**src/rtl/matrix_pkg.sv**
```systemverilog
// Shared types and sizing helpers for the matrix frame datapath.
// The drain order is selected by the MATRIX_TRANSPOSE_EN macro in matrix_frame_ctrl.
package matrix_pkg;

  typedef enum logic [1:0] {
    ST_IDLE  = 2'd0,
    ST_LOAD  = 2'd1,
    ST_DRAIN = 2'd2
  } state_e;

  localparam int DEFAULT_DW = 8;
  localparam int DEFAULT_N  = 4;

  // Smallest r with 2**r >= value; exact for the power-of-two dimensions used here.
  function automatic int log2_f(input int value);
    int result;
    result = 0;
    while ((1 << result) < value) result++;
    return result;
  endfunction

  // Summing N*N samples of DW bits needs 2*log2(N) extra bits to never overflow.
  function automatic int sum_width(input int dw, input int n);
    return dw + 2 * log2_f(n);
  endfunction

  localparam int DEFAULT_SUM_W = sum_width(DEFAULT_DW, DEFAULT_N);

endpackage

```
**src/rtl/matrix_store.sv**
```systemverilog
// N x N register file: one synchronous write port, one combinational read port.
module matrix_store
  import matrix_pkg::*;
#(
  parameter int DW    = DEFAULT_DW,
  parameter int N     = DEFAULT_N,
  parameter int IDX_W = log2_f(N)
) (
  input  logic             clk,
  input  logic             we,
  input  logic [IDX_W-1:0] wr_row,
  input  logic [IDX_W-1:0] wr_col,
  input  logic [DW-1:0]    wr_data,
  input  logic [IDX_W-1:0] rd_row,
  input  logic [IDX_W-1:0] rd_col,
  output logic [DW-1:0]    rd_data
);

  logic [DW-1:0] mem_q [N][N];

  // NOTE: storage has no reset; every entry is written before it is read in a frame.
  always_ff @(posedge clk) begin
    if (we) mem_q[wr_row][wr_col] <= wr_data;
  end

  assign rd_data = mem_q[rd_row][rd_col];

endmodule

```
**src/rtl/matrix_frame_ctrl.sv**
```systemverilog
// Frame sequencer: loads an N x N frame in raster order, sums it, then drains it.
// Define MATRIX_TRANSPOSE_EN to drain column-major (transposed); default is raster order.
module matrix_frame_ctrl
  import matrix_pkg::*;
#(
  parameter int DW    = DEFAULT_DW,
  parameter int N     = DEFAULT_N,
  parameter int SUM_W = sum_width(DW, N)
) (
  input  logic             clk,
  input  logic             rst,
  input  logic             start,
  input  logic             abort,
  input  logic             in_valid,
  input  logic [DW-1:0]    in_data,
  output logic             in_ready,
  output logic             out_valid,
  output logic [DW-1:0]    out_data,
  input  logic             out_ready,
  output logic             busy,
  output logic             frame_done,
  output logic [SUM_W-1:0] frame_sum
);

  localparam int               IDX_W    = log2_f(N);
  localparam logic [IDX_W-1:0] IDX_LAST = IDX_W'(N - 1);
  localparam logic [IDX_W-1:0] IDX_ONE  = IDX_W'(1);

  state_e           state_q, state_d;
  logic [IDX_W-1:0] wr_row_q, wr_row_d, wr_col_q, wr_col_d;
  logic [IDX_W-1:0] rd_inner_q, rd_inner_d, rd_outer_q, rd_outer_d;
  logic [SUM_W-1:0] acc_q, acc_d, frame_sum_q, frame_sum_d, acc_next;
  logic             frame_done_q, frame_done_d;
  logic             in_fire, out_fire, wr_last, rd_last;
  logic [IDX_W-1:0] rd_row, rd_col;
  logic [DW-1:0]    rd_data;

  assign in_ready   = (state_q == ST_LOAD);
  assign out_valid  = (state_q == ST_DRAIN);
  assign busy       = (state_q != ST_IDLE);
  assign frame_done = frame_done_q;
  assign frame_sum  = frame_sum_q;
  assign out_data   = out_valid ? rd_data : '0;

  // Abort wins over any handshake in the same cycle.
  assign in_fire  = in_valid & in_ready & ~abort;
  assign out_fire = out_valid & out_ready & ~abort;
  assign wr_last  = (wr_row_q == IDX_LAST) && (wr_col_q == IDX_LAST);
  assign rd_last  = (rd_inner_q == IDX_LAST) && (rd_outer_q == IDX_LAST);
  assign acc_next = acc_q + SUM_W'(in_data);

  // The inner read counter steps fastest; which axis it walks sets the drain order.
`ifdef MATRIX_TRANSPOSE_EN
  assign rd_row = rd_inner_q;
  assign rd_col = rd_outer_q;
`else
  assign rd_row = rd_outer_q;
  assign rd_col = rd_inner_q;
`endif

  matrix_store #(
    .DW    (DW),
    .N     (N),
    .IDX_W (IDX_W)
  ) u_store (
    .clk     (clk),
    .we      (in_fire),
    .wr_row  (wr_row_q),
    .wr_col  (wr_col_q),
    .wr_data (in_data),
    .rd_row  (rd_row),
    .rd_col  (rd_col),
    .rd_data (rd_data)
  );

  always_comb begin
    // NOTE: every signal gets a default first so no branch can infer a latch.
    state_d      = state_q;
    wr_row_d     = wr_row_q;
    wr_col_d     = wr_col_q;
    rd_inner_d   = rd_inner_q;
    rd_outer_d   = rd_outer_q;
    acc_d        = acc_q;
    frame_sum_d  = frame_sum_q;
    frame_done_d = 1'b0;

    if (abort) begin
      state_d = ST_IDLE;
    end else begin
      unique case (state_q)
        ST_IDLE: begin
          if (start) begin
            wr_row_d = '0;
            wr_col_d = '0;
            acc_d    = '0;
            state_d  = ST_LOAD;
          end
        end
        ST_LOAD: begin
          if (in_fire) begin
            acc_d    = acc_next;
            wr_col_d = (wr_col_q == IDX_LAST) ? '0 : wr_col_q + IDX_ONE;
            if (wr_col_q == IDX_LAST) wr_row_d = wr_row_q + IDX_ONE;
            if (wr_last) begin
              frame_sum_d = acc_next;
              rd_inner_d  = '0;
              rd_outer_d  = '0;
              state_d     = ST_DRAIN;
            end
          end
        end
        ST_DRAIN: begin
          if (out_fire) begin
            rd_inner_d = (rd_inner_q == IDX_LAST) ? '0 : rd_inner_q + IDX_ONE;
            if (rd_inner_q == IDX_LAST) rd_outer_d = rd_outer_q + IDX_ONE;
            if (rd_last) begin
              frame_done_d = 1'b1;
              state_d      = ST_IDLE;
            end
          end
        end
        default: state_d = ST_IDLE;
      endcase
    end
  end

  // NOTE: state registers use non-blocking assignment so all flops update together.
  always_ff @(posedge clk or posedge rst) begin
    if (rst) begin
      state_q      <= ST_IDLE;
      wr_row_q     <= '0;
      wr_col_q     <= '0;
      rd_inner_q   <= '0;
      rd_outer_q   <= '0;
      acc_q        <= '0;
      frame_sum_q  <= '0;
      frame_done_q <= 1'b0;
    end else begin
      state_q      <= state_d;
      wr_row_q     <= wr_row_d;
      wr_col_q     <= wr_col_d;
      rd_inner_q   <= rd_inner_d;
      rd_outer_q   <= rd_outer_d;
      acc_q        <= acc_d;
      frame_sum_q  <= frame_sum_d;
      frame_done_q <= frame_done_d;
    end
  end

endmodule

```
**config.mk**
```make
export PLATFORM = sky130hd
export DESIGN_NAME = matrix_frame_ctrl
export DESIGN_NICKNAME = d
export VERILOG_FILES = /design/src/rtl/matrix_pkg.sv /design/src/rtl/matrix_store.sv /design/src/rtl/matrix_frame_ctrl.sv
export SDC_FILE = /design/constraint.sdc
export NUM_CORES = 1
export LEC_CHECK = 0
export BUFFER_PORTS_ARGS = -buffer_cell sky130_fd_sc_hd__buf_4
export CAP_MARGIN = 20
export CORE_AREA = 8 8 124 126
export DETAILED_ROUTE_END_ITERATION = 10
export DIE_AREA = 0 0 132 134
export PLACE_DENSITY_LB_ADDON = 0.12
export SLEW_MARGIN = 20
export SYNTH_ARGS = -nofsm -noshare
export SYNTH_HDL_FRONTEND = slang
export SYNTH_HIERARCHICAL = 1
export SYNTH_SLANG_ARGS = --single-unit
```
**constraint.sdc**
```tcl
create_clock -name clk -period 3.3 [get_ports clk]
set_input_delay 0.825 -clock clk [delete_from_list [all_inputs] [get_ports clk]]
set_output_delay 0.825 -clock clk [all_outputs]
set_load 0.01 [all_outputs]
```
==> reports/metrics.yaml <==
outcome:
  outcome: "complete, no violations"
place:
  portBuffers: 37
  place_hpwl_um: 9350
  dp_worst_setup_slack_ns: 0.445
  gpl.final_weighted_congestion: 0.751
  placedCellCount: 652
yosys:
  post_synth_inst_count: 430
  synth.top_cells.by_area: "sky130_fd_sc_hd__edfxtp_1 56%, sky130_fd_sc_hd__dfrtp_1 13%, sky130_fd_sc_hd__mux4_2 5.9%"
  synth.distinct_cells: 56
  yosysTopAreaCell: "sky130_fd_sc_hd__edfxtp_1"
  mappedNetlistNets: 457
  most_used_dff_post_synth: "sky130_fd_sc_hd__edfxtp_1"
  netlist.area_leader.share: 0.556
  synthesis.yosys.warnings: 6
  postSynthRegisterBits: 163
  synth.cell_area_sq_um: 6920
  synth-seq-area-share: 0.682
  postSynth.asyncResetShare: 0.215
  synth_enable_flop_cells: 128
  synth.avg_cell_area_sq_um: 16.1
timing:
  worst_slew_pin_slew_ns: 0.780
  slew_violations: 0
  timing.final.ws_setup_ns: 0.143
  fin_crit_ns: 3.16
  rsz0062_at_grt: "no"
  finalHoldWorstSlack_ns: 0.487
  skew_ns: 0.00751
  max_freq_mhz: 317
  fin_tns_setup_ns: 0
  finalHoldViolCount: 0
  report.final.setup_viol: 0
  timing.final.crit_share: 0.957
  slew-limit-headroom: 0.478
clock_network:
  clk_pin_slew_ns: 0.06
  post-cts-setup-buffer-count: 0
  cts_tree: "built"
  cts_num_sinks: 163
  cts_hold_buffers: 0
  cts_inserted_buffers: 17
  clock_tree.htree_level_count: 4
  clk_path_buf_depth: 2
  clk-insertion-delay-late_ns: 0.41
  clockRootBuffer: "sky130_fd_sc_hd__clkbuf_16"
  cts-resized-gates: 0
worst_setup_path:
  cell_chain_critical_path: "buf_12 > mux4_1 > a22oi_1 > nand2_1 > and2_1 > buf_4"
  setup_crit_end_kind: "output port"
  critical_path_cell_count: 6
  crit_path_start_kind: "flip-flop"
  timing.critical_path.required_ns: 2.47
  cp_max_fo: 19
  cp_top_family: "multiplexers"
  critical_path.endpoint: "out_data[1]"
  r2r.worst_path.cells: 7
  largest_stage_delay_on_the_critical_path_ns: 0.57
  rr_startpoint: "state_q[1]"
  timing_worst_setup_path_type: "flip-flop to output port"
  worstPathBufferInverterCount: 2
  critical-path-slowest-cell: "sky130_fd_sc_hd__mux4_1"
  reg2reg_slack_ns: 1.06
  arrival_ns: 2.33
  r2r_end: "u_store/mem_q[0][30]"
  critical_path.startpoint: "rd_outer_q[0]"
drt:
  vias_per_cell: 5.55
  postRouteWirelength_um: 14000
  firstDrtPassIters: 5
  routed-via-count: 3793
  wl_per_cell_um: 20.4
  post-route-drc-count: 0
  antenna_violating_nets_post_route: 0
  dr.first_iter.drc_count: 233
cells_and_area:
  final-seq-area_sq_um: 4720
  n_fill_cell: 1042
  final_layout_size_suffix_gt1_frac: 0.208
  n_antenna_cell: 0
  finalNetCount: 518
  multiInputGateArea_sq_um: 2050
  layoutNonFillerInstCount: 684
  area.growth.synth_to_final_pct: 15.6
pwr:
  power_density_nw_per_um2: 545
  power.combinational.fraction: 0.077
  internal_pwr_total_mw: 3.41
  netSwitchingPower_mw: 0.948
  p_seq_frac: 0.525
  design_power_total_mw: 4.35
  power.switching_fraction: 0.218
  clkPwrFrac: 0.398
  power.static_leakage_nw: 2.94
  worst_ir_drop_vdd_v: 0.000323
grt:
  grt_pass1_wl_um: 22300
  grt_start_max_net_pins: 36
  grt_overflow: 0
  grt.total_usage: 0.166
  first_global_vias: 3968
  antenna_violations_before_repair: 0
run:
  max_cap_viol_count: 0
floorplan:
  rows: 43
  core_region_area_sq_um: 13500
  top_level_ports: 38
  die_area_sq_um: 17700
  die_x_um: 132
  starting_density: 0.512
  die_height_um: 134
worst_hold_path:
  holdPathStages: 2
  hold_class: "flip-flop to flip-flop"
-- layout by cell type, fill, tap and decap left out, types with 6 or more instances in the layout --
| cell type | netlist | final |
|---|---|---|
| sky130_fd_sc_hd__dfrtp_1 | 35 | 34 |
| sky130_fd_sc_hd__mux4_2 | 18 | 18 |
| sky130_fd_sc_hd__edfxtp_1 | 128 | 128 |
| sky130_fd_sc_hd__nor2_1 | 23 | 23 |
| sky130_fd_sc_hd__inv_1 | 6 | 6 |
| sky130_fd_sc_hd__ha_1 | 12 | 12 |
| sky130_fd_sc_hd__buf_4 | 1 | 58 |
| sky130_fd_sc_hd__o21ai_0 | 22 | 22 |
| sky130_fd_sc_hd__clkbuf_16 | 0 | 17 |
| sky130_fd_sc_hd__nand2b_1 | 6 | 6 |
| sky130_fd_sc_hd__mux4_1 | 14 | 14 |
| sky130_fd_sc_hd__a22oi_1 | 16 | 16 |
| sky130_fd_sc_hd__xor2_1 | 6 | 6 |
| sky130_fd_sc_hd__and2_1 | 9 | 9 |
| sky130_fd_sc_hd__nand2_1 | 41 | 41 |
| sky130_fd_sc_hd__nand3_1 | 16 | 16 |
| sky130_fd_sc_hd__nor3_1 | 8 | 8 |
| sky130_fd_sc_hd__clkinv_1 | 1 | 8 |
-- routing by layer --
| layer | global-route usage | routed length, um | part of all wire |
|---|---|---|---|
| met3 | 0.0348 | 702 | 0.050 |
| met5 | 0 | 0 | 0 |
| met1 | 0.207 | 6050 | 0.43 |
| met4 | 0.0696 | 165 | 0.012 |
| met2 | 0.278 | 7050 | 0.50 |
-- registers in the layout, summed over array words and instances, names as in the netlist --
register	cells
frame_sum	12
rd_outer_q	2
acc_q	12
wr_col_q	2
state_q	2
u_store/mem_q	128
rd_col	2
wr_row_q	2
frame_done	1
-- metrics by stage --
| stage | util | instance area [sq um] |
|---|---|---|
| after floorplan | - | 6920 |
| after global placement | 0.554 | 7480 |
| after detailed placement | 0.554 | 7480 |
| after CTS | 0.592 | 7990 |
| after global routing | 0.592 | 7990 |
| final | 0.592 | 7990 |
-- power by group through the flow --
stage | Combinational (mW) | Clock [mW] | Sequential, mW
after global routing | 0.378 | 1.85 | 2.29
final | 0.334 | 1.73 | 2.29
after detailed placement | 0.337 | 0 | 2.33
after floorplan | 0.234 | 0 | 2.32
after CTS | 0.339 | 1.77 | 2.29
after global placement | 0.328 | 0 | 2.33
-- final cells by class --
cell class | count | share of cell area
Sequential cell | 163 | 0.591
Clock inverter | 10 | 0.00830
Multi-Input combinational cell | 242 | 0.257
Inverter | 8 | 0.00376
Tap cell | 180 | 0.0282
Timing Repair Buffer | 59 | 0.0570
Clock buffer | 22 | 0.0556
-- how the worst min path moves through the flow --
| stage | start | endpoint |
|---|---|---|
| floorplan | acc_q[0] | acc_q[0] |
| global placement | frame_sum[9] | frame_sum[9] |
| detailed placement | frame_sum[0] | frame_sum[0] |
| CTS | frame_sum[0] | frame_sum[0] |
| global route | frame_sum[5] | frame_sum[5] |
| finish | frame_sum[0] | frame_sum[0] |
-- synthesized netlist by cell type, types with 8 or more instances --
cell type	n
sky130_fd_sc_hd__nand2_1	41
sky130_fd_sc_hd__o21ai_0	22
sky130_fd_sc_hd__nand3_1	16
sky130_fd_sc_hd__mux4_2	18
sky130_fd_sc_hd__nor2_1	23
sky130_fd_sc_hd__edfxtp_1	128
sky130_fd_sc_hd__nor3_1	8
sky130_fd_sc_hd__ha_1	12
sky130_fd_sc_hd__a22oi_1	16
sky130_fd_sc_hd__dfrtp_1	35
sky130_fd_sc_hd__and2_1	9
sky130_fd_sc_hd__mux4_1	14
-- worst register-to-register path, stage by stage, from the launching register on --
cell and delay, ns:
sky130_fd_sc_hd__dfrtp_1 0.38, sky130_fd_sc_hd__nand2b_1 0.22, sky130_fd_sc_hd__nor2_1 0.15, sky130_fd_sc_hd__nand2_1 0.09, sky130_fd_sc_hd__clkinv_1 0.20, sky130_fd_sc_hd__or3b_2 0.53
sky130_fd_sc_hd__nor3_1 0.15, sky130_fd_sc_hd__buf_4 0.21
-- cell families after synthesis --
group,count (synthesis),share of synthesized area
AOI/OAI and AO/OA,67,0.0626
xor gates and xnor gates,8,0.0101
adders and majority gates,13,0.0246
buffers and inverters,25,0.0212
DFF,163,0.682
muxes,32,0.112
and+or+nand+nor,122,0.0874
No activity file was read; power rests on OpenSTA's default activity.
